[config.mk]
export PLATFORM = sky130hd
export DESIGN_NAME = wam_mole_flat
export DESIGN_NICKNAME = d
export VERILOG_FILES = /design/src/rtl/wam_mole_if.sv /design/src/rtl/wam_mole.sv /design/src/flat_wrapper.sv
export SDC_FILE = /design/constraint.sdc
export NUM_CORES = 1
export LEC_CHECK = 0
export ABC_AREA = 1
export CORE_ASPECT_RATIO = 0.75
export CORE_MARGIN = 1
export CORE_UTILIZATION = 58
export DETAILED_ROUTE_END_ITERATION = 16
export PLACE_DENSITY = 0.84
export SYNTH_ARGS = -nofsm -noshare
export SYNTH_HDL_FRONTEND = slang
export SYNTH_SLANG_ARGS = --single-unit
[constraint.sdc]
create_clock -name clk_19 -period 4.45 [get_ports clk_19]
set_input_delay 0.89 -clock clk_19 [delete_from_list [all_inputs] [get_ports clk_19]]
set_output_delay 0.89 -clock clk_19 [all_outputs]
set_load 0.01 [all_outputs]
[src/rtl/wam_mole_if.sv]
// Board-side bundle between the mole spawner and the game front end:
// run and hit go into the spawner; the board state and outcome pulses come back out.
interface wam_mole_if;
  logic       run;
  logic [7:0] hit;
  logic [7:0] holes;
  logic [7:0] whack;
  logic [7:0] escape;
  logic [3:0] up_cnt;

  modport master (output run, output hit,
                  input holes, input whack, input escape, input up_cnt);
  modport slave  (input run, input hit,
                  output holes, output whack, output escape, output up_cnt);
endinterface

[src/rtl/wam_mole.sv]
// Mole spawner and lifetime manager: raises moles at LFSR-chosen holes and
// retires each one on a hit or on lifetime expiry, pulsing whack or escape.
module wam_mole #(
  parameter int          SPAWN_GAP = 8,
  parameter int          LIFE      = 24,
  parameter int          MAX_UP    = 3,
  parameter logic [15:0] LFSR_SEED = 16'hACE1
) (
  input  logic        clk_19,
  input  logic        rst_n,
  wam_mole_if.slave   bus
);

  localparam int GAP_W  = (SPAWN_GAP > 1) ? $clog2(SPAWN_GAP) : 1;
  localparam int LIFE_W = (LIFE > 1) ? $clog2(LIFE) : 1;

  typedef enum logic {IDLE, RUN} state_t;

  state_t            state_q, state_d;
  logic [GAP_W-1:0]  gap_q, gap_d;
  logic [LIFE_W-1:0] life_q [8];
  logic [LIFE_W-1:0] life_d [8];
  logic [15:0]       lfsr_q, lfsr_d;
  logic [7:0]        holes_q, holes_d;
  logic [7:0]        whack_q, whack_d;
  logic [7:0]        escape_q, escape_d;
  logic [3:0]        up_cnt_q, up_cnt_d;
  logic [2:0]        idx;

  function automatic logic [3:0] popcount8(input logic [7:0] v);
    logic [3:0] sum;
    sum = '0;
    for (int i = 0; i < 8; i++) sum = sum + 4'(v[i]);
    return sum;
  endfunction

  function automatic logic [15:0] lfsr_next(input logic [15:0] l);
    return {l[14:0], l[15] ^ l[13] ^ l[12] ^ l[10]};
  endfunction

  always_comb begin
    state_d  = state_q;
    gap_d    = gap_q;
    lfsr_d   = lfsr_q;
    holes_d  = holes_q;
    whack_d  = '0;
    escape_d = '0;
    idx      = lfsr_q[2:0];
    for (int i = 0; i < 8; i++) life_d[i] = life_q[i];

    case (state_q)
      IDLE: begin
        holes_d = '0;
        for (int i = 0; i < 8; i++) life_d[i] = '0;
        if (bus.run) begin
          state_d = RUN;
          gap_d   = GAP_W'(SPAWN_GAP - 1);
        end
      end
      RUN: begin
        if (!bus.run) begin
          // Dropping run wipes the board silently; the LFSR keeps its place.
          state_d = IDLE;
          holes_d = '0;
          gap_d   = '0;
          for (int i = 0; i < 8; i++) life_d[i] = '0;
        end else begin
          lfsr_d = lfsr_next(lfsr_q);
          for (int i = 0; i < 8; i++) begin
            if (holes_q[i]) begin
              if (bus.hit[i]) begin
                holes_d[i] = 1'b0;
                whack_d[i] = 1'b1;
              end else if (life_q[i] == '0) begin
                holes_d[i]  = 1'b0;
                escape_d[i] = 1'b1;
              end else begin
                life_d[i] = life_q[i] - 1'b1;
              end
            end
          end
          // Spawn looks at pre-edge occupancy, so a hole vacating this edge is still busy.
          if (gap_q == '0) begin
            gap_d = GAP_W'(SPAWN_GAP - 1);
            if (!holes_q[idx] && (up_cnt_q < 4'(MAX_UP))) begin
              holes_d[idx] = 1'b1;
              life_d[idx]  = LIFE_W'(LIFE - 1);
            end
          end else begin
            gap_d = gap_q - 1'b1;
          end
        end
      end
      default: state_d = IDLE;
    endcase

    up_cnt_d = popcount8(holes_d);
  end

  always_ff @(posedge clk_19 or negedge rst_n) begin
    if (!rst_n) begin
      state_q  <= IDLE;
      gap_q    <= '0;
      lfsr_q   <= LFSR_SEED;
      holes_q  <= '0;
      whack_q  <= '0;
      escape_q <= '0;
      up_cnt_q <= '0;
      for (int i = 0; i < 8; i++) life_q[i] <= '0;
    end else begin
      state_q  <= state_d;
      gap_q    <= gap_d;
      lfsr_q   <= lfsr_d;
      holes_q  <= holes_d;
      whack_q  <= whack_d;
      escape_q <= escape_d;
      up_cnt_q <= up_cnt_d;
      for (int i = 0; i < 8; i++) life_q[i] <= life_d[i];
    end
  end

  assign bus.holes  = holes_q;
  assign bus.whack  = whack_q;
  assign bus.escape = escape_q;
  assign bus.up_cnt = up_cnt_q;

endmodule
[src/flat_wrapper.sv]
// flat-port wrapper written by rule: the top's interface ports become plain ports
module wam_mole_flat 
#(
  parameter int          SPAWN_GAP = 8,
  parameter int          LIFE      = 24,
  parameter int          MAX_UP    = 3,
  parameter logic [15:0] LFSR_SEED = 16'hACE1
)
  (clk_19, rst_n, bus_run, bus_hit, bus_holes, bus_whack, bus_escape, bus_up_cnt);
  wam_mole_if bus_i ();
  input  logic clk_19;
  input  logic rst_n;
  input wire logic [$bits(bus_i.run)-1:0] bus_run;
  input wire logic [$bits(bus_i.hit)-1:0] bus_hit;
  output wire logic [$bits(bus_i.holes)-1:0] bus_holes;
  output wire logic [$bits(bus_i.whack)-1:0] bus_whack;
  output wire logic [$bits(bus_i.escape)-1:0] bus_escape;
  output wire logic [$bits(bus_i.up_cnt)-1:0] bus_up_cnt;
  assign bus_i.run = bus_run;
  assign bus_i.hit = bus_hit;
  assign bus_holes = bus_i.holes;
  assign bus_whack = bus_i.whack;
  assign bus_escape = bus_i.escape;
  assign bus_up_cnt = bus_i.up_cnt;
  wam_mole #(.SPAWN_GAP(SPAWN_GAP), .LIFE(LIFE), .MAX_UP(MAX_UP), .LFSR_SEED(LFSR_SEED)) u_core (.clk_19(clk_19), .rst_n(rst_n), .bus(bus_i));
endmodule
======== Word-level counts from Yosys, hierarchy flattened ========
Index checks and enable logic that the tools add are counted.
cells by class
  $add $sub $neg .......................... 16
  multiply operators ...................... 0
  divide/modulo/power cells ............... 0
  magnitude comparators ................... 5
  equality and inequality tests ........... 1
  shift-type cells ........................ 0
  muxes and demuxes ....................... 143
  bitwise logic cells ..................... 9
  reductions and logical operators ........ 14
operators by type and width
  kind                                                                          count
  5-bit two-way mux                                                             41
  40-bit two-way mux                                                            3
  1-bit two-way mux                                                             83
  40-bit one-hot mux with 2 select lines                                        1
  8-bit two-way mux                                                             7
  5-bit logical NOT                                                             8
  5-bit by 1-bit subtractor with 5-bit output, second input constant            8
  32-bit OR                                                                     1
  4-bit by 1-bit adder with 4-bit output                                        6
  8-bit one-hot mux with 2 select lines                                         1
  5-bit demux with 3-bit select                                                 1
  3-bit two-way mux                                                             3
  8-bit AND                                                                     1
  8-bit inverter                                                                1
  8-bit OR                                                                      1
  3-bit one-hot mux with 2 select lines                                         1
  4-bit >= comparator, second input constant                                    1
  3-bit by 4-bit less-than comparator with 1-bit output, second input constant  1
  4-bit by 1-bit less-than comparator with 1-bit output, second input constant  1
  4-bit by 2-bit less-than comparator with 1-bit output, second input constant  1
  3-bit inverter with 4-bit output                                              1
  1-bit binary-select mux with 3-bit select                                     1
  1-bit demux with 3-bit select                                                 1
  3-bit by 1-bit >= comparator with 1-bit output, second input constant         1
  9 further kinds                                                               13
storage, ports and cells
  register bits ........................... 88
  bits in latches ......................... 0
  memory bits (writable) .................. 0
  bits in read-only memories .............. 0
  bits of input ports ..................... 11
  output and inout port bits .............. 28
  word-level logic and storage cells ...... 203
  memories ................................ 0

======== Longest topological paths before layout ========
  depth after elaboration ................. 18
  gate-level depth with buffers ........... 16
  gate-level depth less buffers ........... 15

======== Worst setup path before layout ========
OpenSTA, ideal clock, no wires.
  path type ............................... input -> register
  start ................................... input bus_run
  end ..................................... register u_core.up_cnt_q[2], in the netlist u_core.bus.up_cnt[2]
  library setup time ...................... 0.125 ns
  data arrival time ....................... 3.924 ns
  required time ........................... 4.325 ns
  setup slack ............................. 0.401 ns
  cell stages on the path ................. 13
  path buffers ............................ 1
  cell sequence ........................... nand2_1 -> inv_2 -> buf_2 -> nand4_2 -> o21ai_0 -> ha_1 -> inv_1 -> fa_1 -> fa_1 -> inv_1 -> fa_1 -> fa_1 -> xor2_1
on the way
  longest elaborated chain between the ends .. 9
ends and longest elaborated chain
  item                                                 RTL line            RTL
  start, declared                                      flat_wrapper.sv:13  input wire logic [$bits(bus_i.run)-1:0] bus_run;
  8-bit two-way mux                                    wam_mole.sv:61      if (!bus.run) begin
  8-bit one-hot mux with 2 select lines                wam_mole.sv:51      case (state_q)
  via u_core.holes_d[1]                                wam_mole.sv:24      logic [7:0] holes_q, holes_d;
  1-bit by 1-bit adder with 2-bit output               wam_mole.sv:33      for (int i = 0; i < 8; i++) sum = sum + 4'(v[i]);
  4-bit by 1-bit adder with 4-bit output (6 in a row)  wam_mole.sv:33
  via u_core.up_cnt_d[2]                               wam_mole.sv:27      logic [3:0] up_cnt_q, up_cnt_d;
  end signal, assigned                                 wam_mole.sv:117     up_cnt_q <= up_cnt_d;
  end, declared                                        wam_mole.sv:27
The timed path passes the listed nets, and every way through them passes these cells.
A chain may end at the register's enable or synchronous reset.

======== Final worst setup path ========
  start ................................... register u_core.lfsr_q[0]
  end ..................................... register u_core.up_cnt_q[2], in the netlist u_core.bus.up_cnt[2]
on the way
  longest elaborated chain between the ends .. 16
  elaborated cells between the ends (all ways) .. 21
  classes of those cells .................. 7 x add/sub; 2 x order compare; 8 x mux; 1 x bitwise; 3 x reduce/logical
ends and longest elaborated chain
  item                                                                                                                                           RTL line         RTL
  start, declared                                                                                                                                wam_mole.sv:23   logic [15:0] lfsr_q, lfsr_d;
  start signal, assigned                                                                                                                         wam_mole.sv:113  lfsr_q <= lfsr_d;
  3-bit by 4-bit less-than comparator with 1-bit output (not written as such) or 3-bit by 1-bit >= comparator with 1-bit output (tied branches)  wam_mole.sv:86   holes_d[idx] = 1'b1;
  1-bit logical AND (not written as such)                                                                                                        wam_mole.sv:86
  1-bit two-way mux (not written as such)                                                                                                        wam_mole.sv:86
  1-bit demux with 3-bit select                                                                                                                  n/a
  8-bit OR (no source line)                                                                                                                      n/a
  8-bit two-way mux (*)                                                                                                                          wam_mole.sv:85   if (!holes_q[idx] && (up_cnt_q < 4'(MAX_UP))) begin
  8-bit two-way mux (*)                                                                                                                          wam_mole.sv:83   if (gap_q == '0) begin
  8-bit two-way mux (*)                                                                                                                          wam_mole.sv:61
  8-bit one-hot mux with 2 select lines (*)                                                                                                      wam_mole.sv:51
  via u_core.holes_d[1]                                                                                                                          wam_mole.sv:24
  1-bit by 1-bit adder with 2-bit output (*)                                                                                                     wam_mole.sv:33
  4-bit by 1-bit adder with 4-bit output (*) (6 in a row)                                                                                        wam_mole.sv:33
  via u_core.up_cnt_d[2]                                                                                                                         wam_mole.sv:27
The timed path passes the listed nets; every way through them passes the cells marked *. The select of a mux whose other input is x is not followed.

==> impl_results.md <==
- Outcome: finished, final reports clean
- Largest net degree at the start of global routing: 58
- Worst Hold Class: reg2reg
- Worst slew pin tran: 0.707 ns
- Drt first-iter violations: 224
- Most frequent cells in the layout: nand2_1, dfrtp_1, inv_1, nor2_1, nand3_1
- First-pass GRT wire length: 16700 µm
- Post-route core utilization: 71.6%
- Post-Synth XOR/XNOR Area: 2.64%
- Max-slew violations: 0
- RR Startpoint: u_core.lfsr_q[0]$_DFFE_PN1P_
- Die area: 0.00837 mm²
- Main area contributors after synthesis: dfrtp_1, nand2_1, nand3_1
- GRT Overall Usage: 25.3%
- Fin Setup TNS: 0 ns
- Final ANT Viol Nets: 0
- Mapped Nets: 600
- Worst skew pair latency: 0.36 ns
- Post-synthesis mux area share: 0%
- Synthesized flop and latch total: 88
- Total congestion overflow: 0
- Number of synthesized flops with an enable pin: 0
- Detailed placement HPWL: 7070 µm
- Worst-case vdd ir drop: 0.262 mV
- Nets: 653
- # Post-CTS Setup Buffers: 0
- Power Density: 317 mW/mm²
- Pleak: 2.75 nW
- RSZ-0062 raised after global routing: false
- P&R area growth vs syn: 16.3%
- Number of remaining DRC errors: 0
- Clk_skew: 0.0112 ns
- Reg2reg end: u_core.bus.up_cnt[2]$_DFF_PN0_
- CTS tree: built
- DR vias: 3850
- Relative slew slack: 52.9%
- Top-area cell type share of the netlist area: 43.1%
- Share of post-route cells with drive strength above 1: 10.4%
- Max cap viols: 0
- Crit start category: flip-flop
- CTS buffer count: 9
- Port Buf Inserts: 38
- Final Hold Fails: 0
- Worst-path clk slew: 0.09 ns
- H-tree depth: 3
- WL final: 9770 µm
- Via density per instance: 5.31
- CP most frequent cell: fa_1
- Initial core utilization: 61.6%
- Initial antenna violation count: 0
- Worst Hold Depth: 2
- Slowest CP cell: dfstp_2
- Die X-Extent: 105 µm
- Final std cell area, no fill: 0.00540 mm²
- Yosys cell types: 29
- Synth Flop Type: dfrtp_1
- Clock tree buffer depth: 2
- Total core area: 0.00753 mm²
- Clk sinks: 88
- Combinational family with the most area after synthesis: simple AND/OR/NAND/NOR gates
- Worst hold start: u_core.lfsr_q[5]$_DFFE_PN1P_
- Fmax: 239 MHz
- Hold EP: u_core.lfsr_q[5]$_DFFE_PN1P_
- Total Power: 0.00171 W
- Area leader, netlist: dfrtp_1
- Post-synthesis sequential area ratio: 47.7%
- # fillers: 571
- Number of core rows: 27
- Die height: 79.5 µm
- Final Setup Violations: 0
- Gpl congestion: 0.890
- Cells after Synth: 566
- CTS Hold Bufs: 0
- I/O Pins: 39
- Critical path, cell by cell: inv_1, nand3_1, nor2_1, nor2_4, buf_4, nand4_2, o21ai_0, ha_1, inv_1, fa_1, fa_1, inv_1, fa_1, fa_1, xor2_1
- Compound-cell area share of the yosys netlist: 6.33%
- Yosys warnings: 0
- Diode count: 0
- CP Data Required Time: 4.70 ns
- Reg2reg path depth: 15
- Post-synthesis async set-or-reset flop share: 100%
- First-pass iteration count of the detailed router: 5
- Critical Path AT: 4.43 ns
- Max incr delay on CP: 0.67 ns
- Adder-cell share of the synthesized area: 6.85%
- Tmin final: 4.18 ns
- Final WS setup: 0.269 ns
- Post_cts resized: 0
- Post-Synth Simple-Gate Area: 29.0%
- Mean Syn Cell Area: 8.20 µm²
- Worst reg-to-reg setup slack: 0.27 ns
- DP Area: 0.00520 mm²
- Root buf cell: clkbuf_8
- Most common cell after layout, fill and taps aside: nand2_1
- Synthesized area: 0.00464 mm²
- Path type of the worst setup path: reg2reg
- Critical Path End Type: flip-flop
- CP startpoint: u_core.lfsr_q[0]$_DFFE_PN1P_
- Fin crit share: 94.0%
- Vias in the first global route: 3703
- Pre-CTS setup slack: -0.00704 ns
- Wire length per cell: 13.5 µm
- Largest fanout on the critical path: 12
[synthesized netlist by cell type (8+ instances only)]
master	instances
dfstp_2	8
nor2_1	61
nand3_1	60
a21oi_1	18
o21ai_0	27
dfrtp_1	80
nand2_1	146
nand4_1	14
ha_1	19
inv_1	72
xor2_1	12
[area by class of cell]
| cell class | count | area (µm²) | share of cell area (%) |
|---|---|---|---|
| clock buffers | 9 | 124 | 2.29 |
| flip-flops and latches | 88 | 2210 | 41.0 |
| multi-input cells | 391 | 2080 | 38.6 |
| clock inverters | 7 | 71.3 | 1.32 |
| well taps | 101 | 126 | 2.34 |
| inverters | 75 | 282 | 5.22 |
| repair buffers | 54 | 498 | 9.23 |
[layer usage]
| layer | GRT usage, % | vias to the layer above | wire, µm |
|---|---|---|---|
| li1 | - | 1917 | - |
| met1 | 31.7 | 1830 | 4440 |
| met2 | 43.4 | 84 | 4740 |
| met3 | 5.63 | 19 | 397 |
| met4 | 9.58 | 0 | 199 |
| met5 | 0 | - | 0 |
[registers in the layout, indices dropped and copies added, names as in the netlist]
name / cells
u_core.bus.up_cnt: 4
u_core.bus.escape: 8
u_core.bus.holes: 8
u_core.state_q: 1
u_core.life_q: 40
u_core.bus.whack: 8
u_core.lfsr_q: 16
u_core.gap_q: 3
[critical path: cells and delay by family, from the launching register on]
family / cells / cell delay, ns
and+or+nand+nor: 4 / 0.43
AOI/OAI and AO/OA: 1 / 0.14
buffers and inverters: 4 / 0.55
xor gates and xnor gates: 1 / 0.17
DFF: 1 / 0.67
adders and majority gates: 5 / 2.11
[report_power, final]
part           internal (W)  switching (W)
clock              0.000259       0.000285
sequential         0.000861      0.0000511
combinational     0.0000888       0.000168
total               0.00121       0.000504
[how the worst max path moves through the flow]
stage                                          end  slack [ns]  cells after the start
floorplan           u_core.bus.up_cnt[2]$_DFF_PN0_        0.40                     13
global placement    u_core.bus.up_cnt[2]$_DFF_PN0_        0.09                     13
detailed placement  u_core.bus.up_cnt[2]$_DFF_PN0_      -0.007                     13
CTS                 u_core.bus.up_cnt[2]$_DFF_PN0_        0.28                     15
global route        u_core.bus.up_cnt[2]$_DFF_PN0_        0.07                     15
finish              u_core.bus.up_cnt[2]$_DFF_PN0_        0.27                     15
[metrics by stage]
| stage | hold WS [ns] | instances |
|---|---|---|
| floorplan | 0.442 | 566 |
| global placement | 0.451 | 709 |
| detailed placement | 0.458 | 709 |
| CTS | 0.474 | 725 |
| global route | 0.508 | 725 |
| finish | 0.472 | 725 |
[logic make-up after synthesis]
logic type / Yosys count
AO/OA/AOI/OAI: 54
AND/OR/NAND/NOR: 300
XOR/XNOR: 14
adder cells (fa/ha/maj): 23
buffers and inverters: 87
flip-flops: 88
No activity file was read; power rests on OpenSTA's default activity.
